--- src/rtl/burst_issuer_pkg.sv ---
// Shared types and default widths for the burst issuer and its descriptor FIFO.
package burst_pkg;

  localparam int unsigned W_DEF     = 16;
  localparam int unsigned LEN_W_DEF = 8;
  localparam int unsigned DEPTH_DEF = 4;

  typedef enum logic [1:0] {
    IDLE,
    LOAD,
    RUN
  } state_t;

  typedef struct packed {
    logic [W_DEF-1:0]     base;
    logic [LEN_W_DEF-1:0] len;
  } desc_t;

endpackage

--- src/rtl/burst_issuer_if.sv ---
// Descriptor request port plus the load/feedback link to the downstream address counter.
interface burst_issuer_if #(
  parameter int unsigned W     = burst_pkg::W_DEF,
  parameter int unsigned LEN_W = burst_pkg::LEN_W_DEF
);
  logic             req_valid;
  logic             req_ready;
  logic [W-1:0]     req_base;
  logic [LEN_W-1:0] req_len;
  logic             en;
  logic [W-1:0]     inp;
  logic [W-1:0]     cnt_fb;

  modport slave (
    input  req_valid, req_base, req_len, cnt_fb,
    output req_ready, en, inp
  );

  modport master (
    output req_valid, req_base, req_len, cnt_fb,
    input  req_ready, en, inp
  );
endinterface

--- src/rtl/burst_issuer_fifo.sv ---
// Synchronous descriptor FIFO; a push becomes visible at the head one cycle later.
module burst_fifo #(
  parameter type         T     = burst_pkg::desc_t,
  parameter int unsigned DEPTH = burst_pkg::DEPTH_DEF
) (
  input  logic clk,
  input  logic rst,
  input  logic push_i,
  input  T     din_i,
  input  logic pop_i,
  output T     dout_o,
  output logic full_o,
  output logic empty_o
);
  localparam int unsigned AW = $clog2(DEPTH);

  T           mem [DEPTH];
  logic [AW:0] wr_q, rd_q;
  logic        do_push, do_pop;

  // Extra pointer MSB distinguishes full from empty when the indices match.
  assign empty_o = (wr_q == rd_q);
  assign full_o  = (wr_q[AW] != rd_q[AW]) && (wr_q[AW-1:0] == rd_q[AW-1:0]);
  assign dout_o  = mem[rd_q[AW-1:0]];
  assign do_push = push_i && !full_o;
  assign do_pop  = pop_i && !empty_o;

  always_ff @(posedge clk) begin
    if (rst) begin
      wr_q <= '0;
      rd_q <= '0;
    end else begin
      if (do_push) wr_q <= wr_q + (AW+1)'(1);
      if (do_pop)  rd_q <= rd_q + (AW+1)'(1);
    end
  end

  always_ff @(posedge clk) begin
    if (do_push) mem[wr_q[AW-1:0]] <= din_i;
  end
endmodule

--- src/rtl/burst_issuer.sv ---
// Burst sequencer: pops descriptors, strobes the counter load, times each burst
// and flags any divergence between the counter's cnt and the local beat count.
module burst_issuer
  import burst_pkg::*;
#(
  parameter int unsigned W     = W_DEF,
  parameter int unsigned LEN_W = LEN_W_DEF,
  parameter int unsigned DEPTH = DEPTH_DEF
) (
  input  logic           clk,
  input  logic           rst,
  burst_issuer_if.slave  bus,
  output logic           busy,
  output logic           last,
  output logic           err
);
  typedef struct packed {
    logic [W-1:0]     base;
    logic [LEN_W-1:0] len;
  } desc_w_t;

  desc_w_t          din, head;
  logic             full, empty, push, pop, issue;
  state_t           state_q, state_d;
  logic [LEN_W-1:0] b_q, b_d, len_q, len_d;
  logic             en_q, en_d;
  logic [W-1:0]     inp_q, inp_d;
  logic             err_q, err_d;

  assign bus.req_ready = !full && !rst;
  assign push          = bus.req_valid && bus.req_ready;
  assign din           = '{base: bus.req_base, len: bus.req_len};

  burst_fifo #(
    .T     (desc_w_t),
    .DEPTH (DEPTH)
  ) u_fifo (
    .clk     (clk),
    .rst     (rst),
    .push_i  (push),
    .din_i   (din),
    .pop_i   (pop),
    .dout_o  (head),
    .full_o  (full),
    .empty_o (empty)
  );

  assign bus.en  = en_q;
  assign bus.inp = inp_q;
  assign busy    = (state_q != IDLE);
  assign last    = (state_q == RUN) && (b_q == len_q);
  assign err     = err_q;
  // A new descriptor is taken either from idle or on the final beat, so bursts chain with no gap.
  assign issue   = !empty && ((state_q == IDLE) || last);

  always_comb begin
    state_d = state_q;
    b_d     = b_q;
    len_d   = len_q;
    en_d    = 1'b0;
    inp_d   = inp_q;
    err_d   = err_q;
    pop     = 1'b0;
    unique case (state_q)
      IDLE: ;
      LOAD: begin
        b_d     = '0;
        state_d = RUN;
      end
      RUN: begin
        b_d = b_q + LEN_W'(1);
        if (bus.cnt_fb != W'(b_q)) err_d = 1'b1;
        if (last) state_d = IDLE;
      end
      default: state_d = IDLE;
    endcase
    if (issue) begin
      pop     = 1'b1;
      len_d   = head.len;
      inp_d   = head.base;
      en_d    = 1'b1;
      state_d = LOAD;
    end
  end

  always_ff @(posedge clk) begin
    if (rst) begin
      state_q <= IDLE;
      b_q     <= '0;
      len_q   <= '0;
      en_q    <= 1'b0;
      inp_q   <= '0;
      err_q   <= 1'b0;
    end else begin
      state_q <= state_d;
      b_q     <= b_d;
      len_q   <= len_d;
      en_q    <= en_d;
      inp_q   <= inp_d;
      err_q   <= err_d;
    end
  end
endmodule

--- src/flat_wrapper.sv ---
// flat-port wrapper written by rule: the top's interface ports become plain ports
module burst_issuer_flat import burst_pkg::*;
#(
  parameter int unsigned W     = W_DEF,
  parameter int unsigned LEN_W = LEN_W_DEF,
  parameter int unsigned DEPTH = DEPTH_DEF
)
  (clk, rst, busy, last, err, bus_req_valid, bus_req_base, bus_req_len, bus_cnt_fb, bus_req_ready, bus_en, bus_inp);
  burst_issuer_if #(.W(W), .LEN_W(LEN_W)) bus_i ();
  input  logic clk;
  input  logic rst;
  output logic busy;
  output logic last;
  output logic err;
  input wire logic [$bits(bus_i.req_valid)-1:0] bus_req_valid;
  input wire logic [$bits(bus_i.req_base)-1:0] bus_req_base;
  input wire logic [$bits(bus_i.req_len)-1:0] bus_req_len;
  input wire logic [$bits(bus_i.cnt_fb)-1:0] bus_cnt_fb;
  output wire logic [$bits(bus_i.req_ready)-1:0] bus_req_ready;
  output wire logic [$bits(bus_i.en)-1:0] bus_en;
  output wire logic [$bits(bus_i.inp)-1:0] bus_inp;
  assign bus_i.req_valid = bus_req_valid;
  assign bus_i.req_base = bus_req_base;
  assign bus_i.req_len = bus_req_len;
  assign bus_i.cnt_fb = bus_cnt_fb;
  assign bus_req_ready = bus_i.req_ready;
  assign bus_en = bus_i.en;
  assign bus_inp = bus_i.inp;
  burst_issuer #(.W(W), .LEN_W(LEN_W), .DEPTH(DEPTH)) u_core (.clk(clk), .rst(rst), .bus(bus_i), .busy(busy), .last(last), .err(err));
endmodule
--- config.mk ---
export PLATFORM = sky130hd
export DESIGN_NAME = burst_issuer_flat
export DESIGN_NICKNAME = d
export VERILOG_FILES = /design/src/rtl/burst_issuer_pkg.sv /design/src/rtl/burst_issuer_if.sv /design/src/rtl/burst_issuer_fifo.sv /design/src/rtl/burst_issuer.sv /design/src/flat_wrapper.sv
export SDC_FILE = /design/constraint.sdc
export NUM_CORES = 1
export LEC_CHECK = 0
export BUFFER_PORTS_ARGS = -buffer_cell sky130_fd_sc_hd__buf_2
export CAP_MARGIN = 30
export CORE_ASPECT_RATIO = 0.75
export CORE_UTILIZATION = 40
export DETAILED_ROUTE_END_ITERATION = 8
export GPL_TIMING_DRIVEN = 0
export PLACE_DENSITY = 0.61
export SLEW_MARGIN = 15
export SYNTH_ARGS = -nofsm -noshare
export SYNTH_HDL_FRONTEND = slang
export SYNTH_SLANG_ARGS = --single-unit
--- constraint.sdc ---
create_clock -name clk -period 2.66 [get_ports clk]
set_input_delay 0.133 -clock clk [delete_from_list [all_inputs] [get_ports clk]]
set_output_delay 0.133 -clock clk [all_outputs]
set_load 0.05 [all_outputs]
# Yosys cells after proc, flatten, opt, wreduce, memory -nomap -nowiden
# Memory sizes are Yosys's and may differ from the RTL's. A register that Yosys moved wholly into a read port is not among the register bits.
# Index checks and enable logic that the tools add are counted.
[totals]
regBits = 18
ramBits = 96
input_bits = 43
output_inout_bits = 21
word_cells = 47
mem_count = 1
[mem_list]
columns = ["memory", "words", "word_bits", "read_ports", "rd_ports_with_merged_regs", "wr", "line_no", "source"]
rows = [
  ["u_core.u_fifo.mem", 4, 24, 1, 1, 1, "burst_issuer_fifo.sv:17", "T mem [DEPTH];"],
]
[classes]
n_addsub = 3
n_eq_ne = 10
n_mux = 7
bitwise = 1
n_reduce_logical = 18
[ops]
columns = ["cell", "count"]
rows = [
  ["inequality test 16 x 8 -> 1 bit", 1],
  ["one-hot mux 8 bit (2 select lines)", 1],
  ["adder 8 x 1 -> 8 bit (second input constant)", 1],
  ["== test 8 bit", 1],
  ["logical AND 1 bit", 7],
  ["adder 3 x 1 -> 3 bit (second input constant)", 2],
  ["one-hot mux 2 bit (3 select lines)", 1],
  ["AND reduction 2 bit", 3],
  ["two-way mux 1 bit", 4],
  ["inequality test 2 x 1 -> 1 bit (second input constant)", 2],
  ["nonzero test 2 bit", 2],
  ["== test 3 bit", 1],
  ["zero test 1 bit", 3],
  ["inequality test 3 x 1 -> 1 bit (second input constant)", 1],
  ["== test 2 x 1 -> 1 bit (second input constant)", 1],
  ["== test 2 bit", 1],
  ["== test 2 bit (second input constant)", 1],
  ["zero test 2 bit", 1],
  ["two-way mux 2 bit", 1],
  ["OR reduction 2 bit", 1],
  ["logical OR 1 bit", 1],
  ["inequality test 1 bit", 1],
  ["NOT 1 bit", 1],
]

# Logic depth before layout (Yosys ltp)
[depth]
depth_word = 8
depth_mapped = 8
ltp_nobuf = 6

# Modules after synthesis
# Synthesis repeated with hierarchy kept, for this count alone.
[hier_totals]
hier_cells = 363
hier_area_um2 = 5681.7
[modules_own_cells]
columns = ["mod", "n_inst", "cells_per_inst", "area_per_inst_um2", "seq_area_each_um2"]
rows = [
  ["burst_fifo", 1, 194, 4038.9, 3042.9],
  ["burst_issuer", 1, 169, 1642.8, 720.7],
]

# Worst setup path before layout
# OpenSTA, ideal clock, no wires.
[synth_timing]
path_kind = "flip-flop to flip-flop"
startpoint = "register u_core.u_fifo.rd_q[1]"
endpoint = "memory u_core.u_fifo.mem[3][0] (netlist name), enable pin"
setup_ns = 0.384
arrival_ns = 1.699
t_required_ns = 2.276
path_slack_ns = 0.577
path_stages_with_launch = 5
n_path_buf = 1
synth_period_minus_slack_ns = 2.083
path_cell_list = "dfxtp_1 -> buf_6 -> xnor2_4 -> a311oi_4 -> and2_1"
[synth_via]
elab_chain_len = 8
[synth_lines]
columns = ["item", "line_no", "source"]
rows = [
  ["start, declared", "burst_issuer_fifo.sv:18", "logic [AW:0] wr_q, rd_q;"],
  ["start signal, assigned", "burst_issuer_fifo.sv:34", "if (do_pop) rd_q <= rd_q + (AW+1)'(1);"],
  ["== test 2 bit *", "burst_issuer_fifo.sv:23", "assign full_o = (wr_q[AW] != rd_q[AW]) && (wr_q[AW-1:0] == rd_q[AW-1:0]);"],
  ["logical AND 1 bit *", "burst_issuer_fifo.sv:23", ""],
  ["zero test 1 bit *", "burst_issuer_fifo.sv:25, burst_issuer.sv:30", ""],
  ["logical AND 1 bit", "burst_issuer.sv:30", "assign bus.req_ready = !full && !rst;"],
  ["logical AND 1 bit", "burst_issuer.sv:31", "assign push = bus.req_valid && bus.req_ready;"],
  ["logical AND 1 bit *", "burst_issuer_fifo.sv:25", "assign do_push = push_i && !full_o;"],
  ["two-way mux 1 bit *", "burst_issuer_fifo.sv:39", "if (do_push) mem[wr_q[AW-1:0]] <= din_i;"],
  ["two-way mux 1 bit (implied by the code) *", "burst_issuer_fifo.sv:39", ""],
  ["end, declared", "burst_issuer_fifo.sv:17", ""],
]
# Every way passes the cells marked *; elsewhere a longest branch is shown, timed or not.

# Final worst setup path
[layout_timing]
startpoint = "register u_core.u_fifo.wr_q[0]"
endpoint = "memory u_core.u_fifo.mem[3][2] (netlist name), enable pin"
[layout_via]
elab_chain_len = 8
[layout_lines]
columns = ["item", "line_no", "source"]
rows = [
  ["start, declared", "burst_issuer_fifo.sv:18", ""],
  ["start signal, assigned", "burst_issuer_fifo.sv:33", "if (do_push) wr_q <= wr_q + (AW+1)'(1);"],
  ["== test 2 bit", "burst_issuer_fifo.sv:23", ""],
  ["logical AND 1 bit", "burst_issuer_fifo.sv:23", ""],
  ["zero test 1 bit", "burst_issuer_fifo.sv:25, burst_issuer.sv:30", ""],
  ["logical AND 1 bit", "burst_issuer.sv:30", ""],
  ["logical AND 1 bit", "burst_issuer.sv:31", ""],
  ["logical AND 1 bit", "burst_issuer_fifo.sv:25", ""],
  ["two-way mux 1 bit", "burst_issuer_fifo.sv:39", ""],
  ["two-way mux 1 bit (implied by the code)", "burst_issuer_fifo.sv:39", ""],
]
# Parallel ways exist; a longest one is shown, timed or not.

==> flow_summary.json <==
{
  "status": "finished, final reports clean",
  "first_global_vias": 3469,
  "fin_skew_ns": 0.00949,
  "vias_after_detailed_routing": 3396,
  "post_route_cells_drive_above_1_share_pct": 33.7,
  "die_width_um": 140,
  "finalHoldWorstSlack_ns": 0.0819,
  "yosys.area.top_type_share_pct": 50.8,
  "crit_share_post_route_pct": 83.1,
  "yosys.area_share.adder_pct": 1.98,
  "slew_viol_final": 0,
  "drt-vias-per-instance": 5.15,
  "clock_sink_count": 138,
  "number_of_cell_rows": 37,
  "cellPowerDensity_nw_per_um2": 1050,
  "synth.net_count": 417,
  "worst_slew_pin_slew_ns": 0.760,
  "quantity_of_i_o_buffers_inserted_on_ports": 63,
  "cts-hold-fix-buffers": 24,
  "post_synth_num_cell_types": 43,
  "timing_hold_violations_final": 0,
  "layout_min_cycle_time_ns": 2.21,
  "grt_first_pass_wirelength_mm": 17.9,
  "hpwlAfterDp_mm": 7.29,
  "initial_core_util_pct": 41.1,
  "synth_mux_area_share_pct": 9.90,
  "synth_area_per_cell_sq_um": 15.6,
  "drt_drc_violations_left": 0,
  "die_height_um": 105,
  "slew_headroom_pct": 49.3,
  "crit_path_start_kind": "register",
  "number_of_antenna_violations_at_the_first_check_in_global_routing": 0,
  "path_class": "reg -> reg",
  "synthToLayoutAreaGrowth_pct": 24.1,
  "hold_class": "in -> reg",
  "worstSetupEndpointType": "register",
  "postCtsResizedCells": 0,
  "final_setup_violation_count": 0,
  "synth_largest_area_cell": "edfxtp_1",
  "io_pins": 64,
  "max_freq_mhz": 453,
  "synth_top_cells_by_area": "edfxtp_1, dfxtp_1, mux4_2",
  "place_ws_ns": 0.420,
  "synth-main-ff-cell": "edfxtp_1",
  "cp_data_arrival_time_ns": 2.25,
  "worstPathMaxFanout": 25,
  "compound_gate_portion_of_the_synthesized_area_pct": 7.52,
  "synthXorXnorAreaFrac_pct": 4.94,
  "clock_tree.root_cell": "clkbuf_16",
  "irDropWorstVdd_mv": 0.673,
  "yosys_warn_count": 0,
  "drt_iter0_drc": 206,
  "required_ns": 2.70,
  "cts.reportedPaths.clkPinSlew_ns": 0.06,
  "pin_count_of_the_biggest_net_entering_global_routing": 26,
  "drt_pre_antenna_iters": 8,
  "cts_max_path_buffers": 2,
  "route.detailed.wl_per_inst_um": 17.2,
  "total_routing_usage_reported_by_global_routing_pct": 16.4,
  "h-tree-depth": 4,
  "mappedNetlistArea_sq_um": 5680,
  "cellLeakagePower_nw": 2.49,
  "number_of_nets_still_failing_antenna_checks_after_routing": 0,
  "synth_enable_flop_cells": 96,
  "grt_overflow_total": 0,
  "place_inst": 603,
  "cts_tree": "built",
  "worst_slack_ns": 0.450,
  "synth.yosys.seq_area_share_pct": 65.6,
  "fin_cells": 659,
  "setup-tns-final_ns": 0,
  "postSynthCellCount": 365,
  "synthTopCellsByCount": "edfxtp_1, dfxtp_1, nand3_1",
  "gp_congestion": 0.767,
  "synth-simple-area-share_pct": 7.10,
  "postSynth.asyncResetShare_pct": 0,
  "design.die.area_sq_um": 14700,
  "cts_made_buffers": 17,
  "diodes_inserted": 0,
  "post-synth-top-count-cell": "edfxtp_1",
  "final_net_count": 523,
  "main_combinational_cell_family_by_area_after_synthesis": "multiplexers",
  "maxCapViolations": 0,
  "clkLatencyLatePin_ns": 0.41,
  "setup_repair_after_global_routing_missed_its_margin": "false",
  "totalPowerFinal_mw": 7.40,
  "wl_mm": 11.3,
  "synth_seq_cells": 138,
  "cts_setup_buffers": 0,
  "core_area_sq_um": 13800
}
==> worst paths after layout <==
check / startpoint / endpoint / slack, ns / cells after the start
setup / recovery: u_core.u_fifo.wr_q[0] / u_core.u_fifo.mem[3][2] / 0.45 / 3
hold / removal: rst / u_core.u_fifo.wr_q[1] / 0.08 / 4
setup reg to reg: u_core.u_fifo.wr_q[0] / u_core.u_fifo.mem[3][2] / 0.45 / 3
hold reg to reg: u_core.err / u_core.err / 0.46 / 2
==> cells by family after synthesis <==
group | Yosys count
compound gates | 66
buf+inv | 30
xor+xnor | 26
fa+ha+maj | 9
mux | 26
flops | 138
simple gates | 70
==> cell usage in the layout (no fill, tap or decap), drive strengths merged, types with 2 or more instances in the layout <==
master,count
edfxtp,96
buf,76
dfxtp,42
a21oi,30
o21ai,29
clkbuf,27
nand3,25
mux4,24
dlygate4sd3,24
nor2,13
xor2,13
xnor2,13
inv,13
ha,9
nand4,6
nand2,5
and2,5
clkinvlp,4
and3,3
or3,3
nor4,3
clkinv,3
nor3,2
bufinv,2
nand3b,2
==> flip-flops by register name, indices dropped and copies added (netlist names) <==
signal,cells
u_core.b_q,8
u_core.bus.inp,16
u_core.bus.en,1
u_core.len_q,8
u_core.u_fifo.mem,96
u_core.state_q,2
u_core.u_fifo.wr_q,3
u_core.err,1
u_core.u_fifo.rd_q,3
==> power breakdown <==
| group | total (mW) | internal (mW) | leakage, nW | switching, mW |
|---|---|---|---|---|
| logic | 2.39 | 0.906 | 0.997 | 1.48 |
| clock network | 2.32 | 1.39 | 0.277 | 0.925 |
| registers | 2.69 | 2.54 | 1.21 | 0.148 |
| total | 7.40 | 4.85 | 2.49 | 2.55 |
==> metal layers <==
metal  up-vias  global-route usage (%)  part of all wire, %
li1       1609                       -                    -
met2        85                    26.5                   47
met3        12                    3.53                  4.2
met4         0                    6.99                  1.2
met5         -                       0                    0
met1      1690                    21.5                   47
==> worst max-delay path, stage by stage, from the launching register on <==
cell      delay [ns]
dfxtp_1         0.52
xnor2_4         0.15
a311oi_4        0.43
and2_2          0.73
==> layout make-up <==
| class | instances | area [sq um] |
|---|---|---|
| fillers | 1168 | 6750 |
| flip-flops and latches | 138 | 3720 |
| multi-input cells | 197 | 1790 |
| repair buffers | 87 | 556 |
| clock buffers | 17 | 425 |
| well taps | 175 | 219 |
| clock inverters | 15 | 161 |
| plain buffers | 23 | 143 |
| inverters | 7 | 26.3 |
==> per-stage QoR <==
step | utilization, % | cell area [sq um]
after detailed placement | 45.1 | 6220
after global routing | 51.1 | 7040
after floorplan | - | 5680
after global placement | 45.0 | 6210
final | 51.1 | 7040
after CTS | 51.1 | 7040
Note: power is estimated with default switching activity, not from simulation.
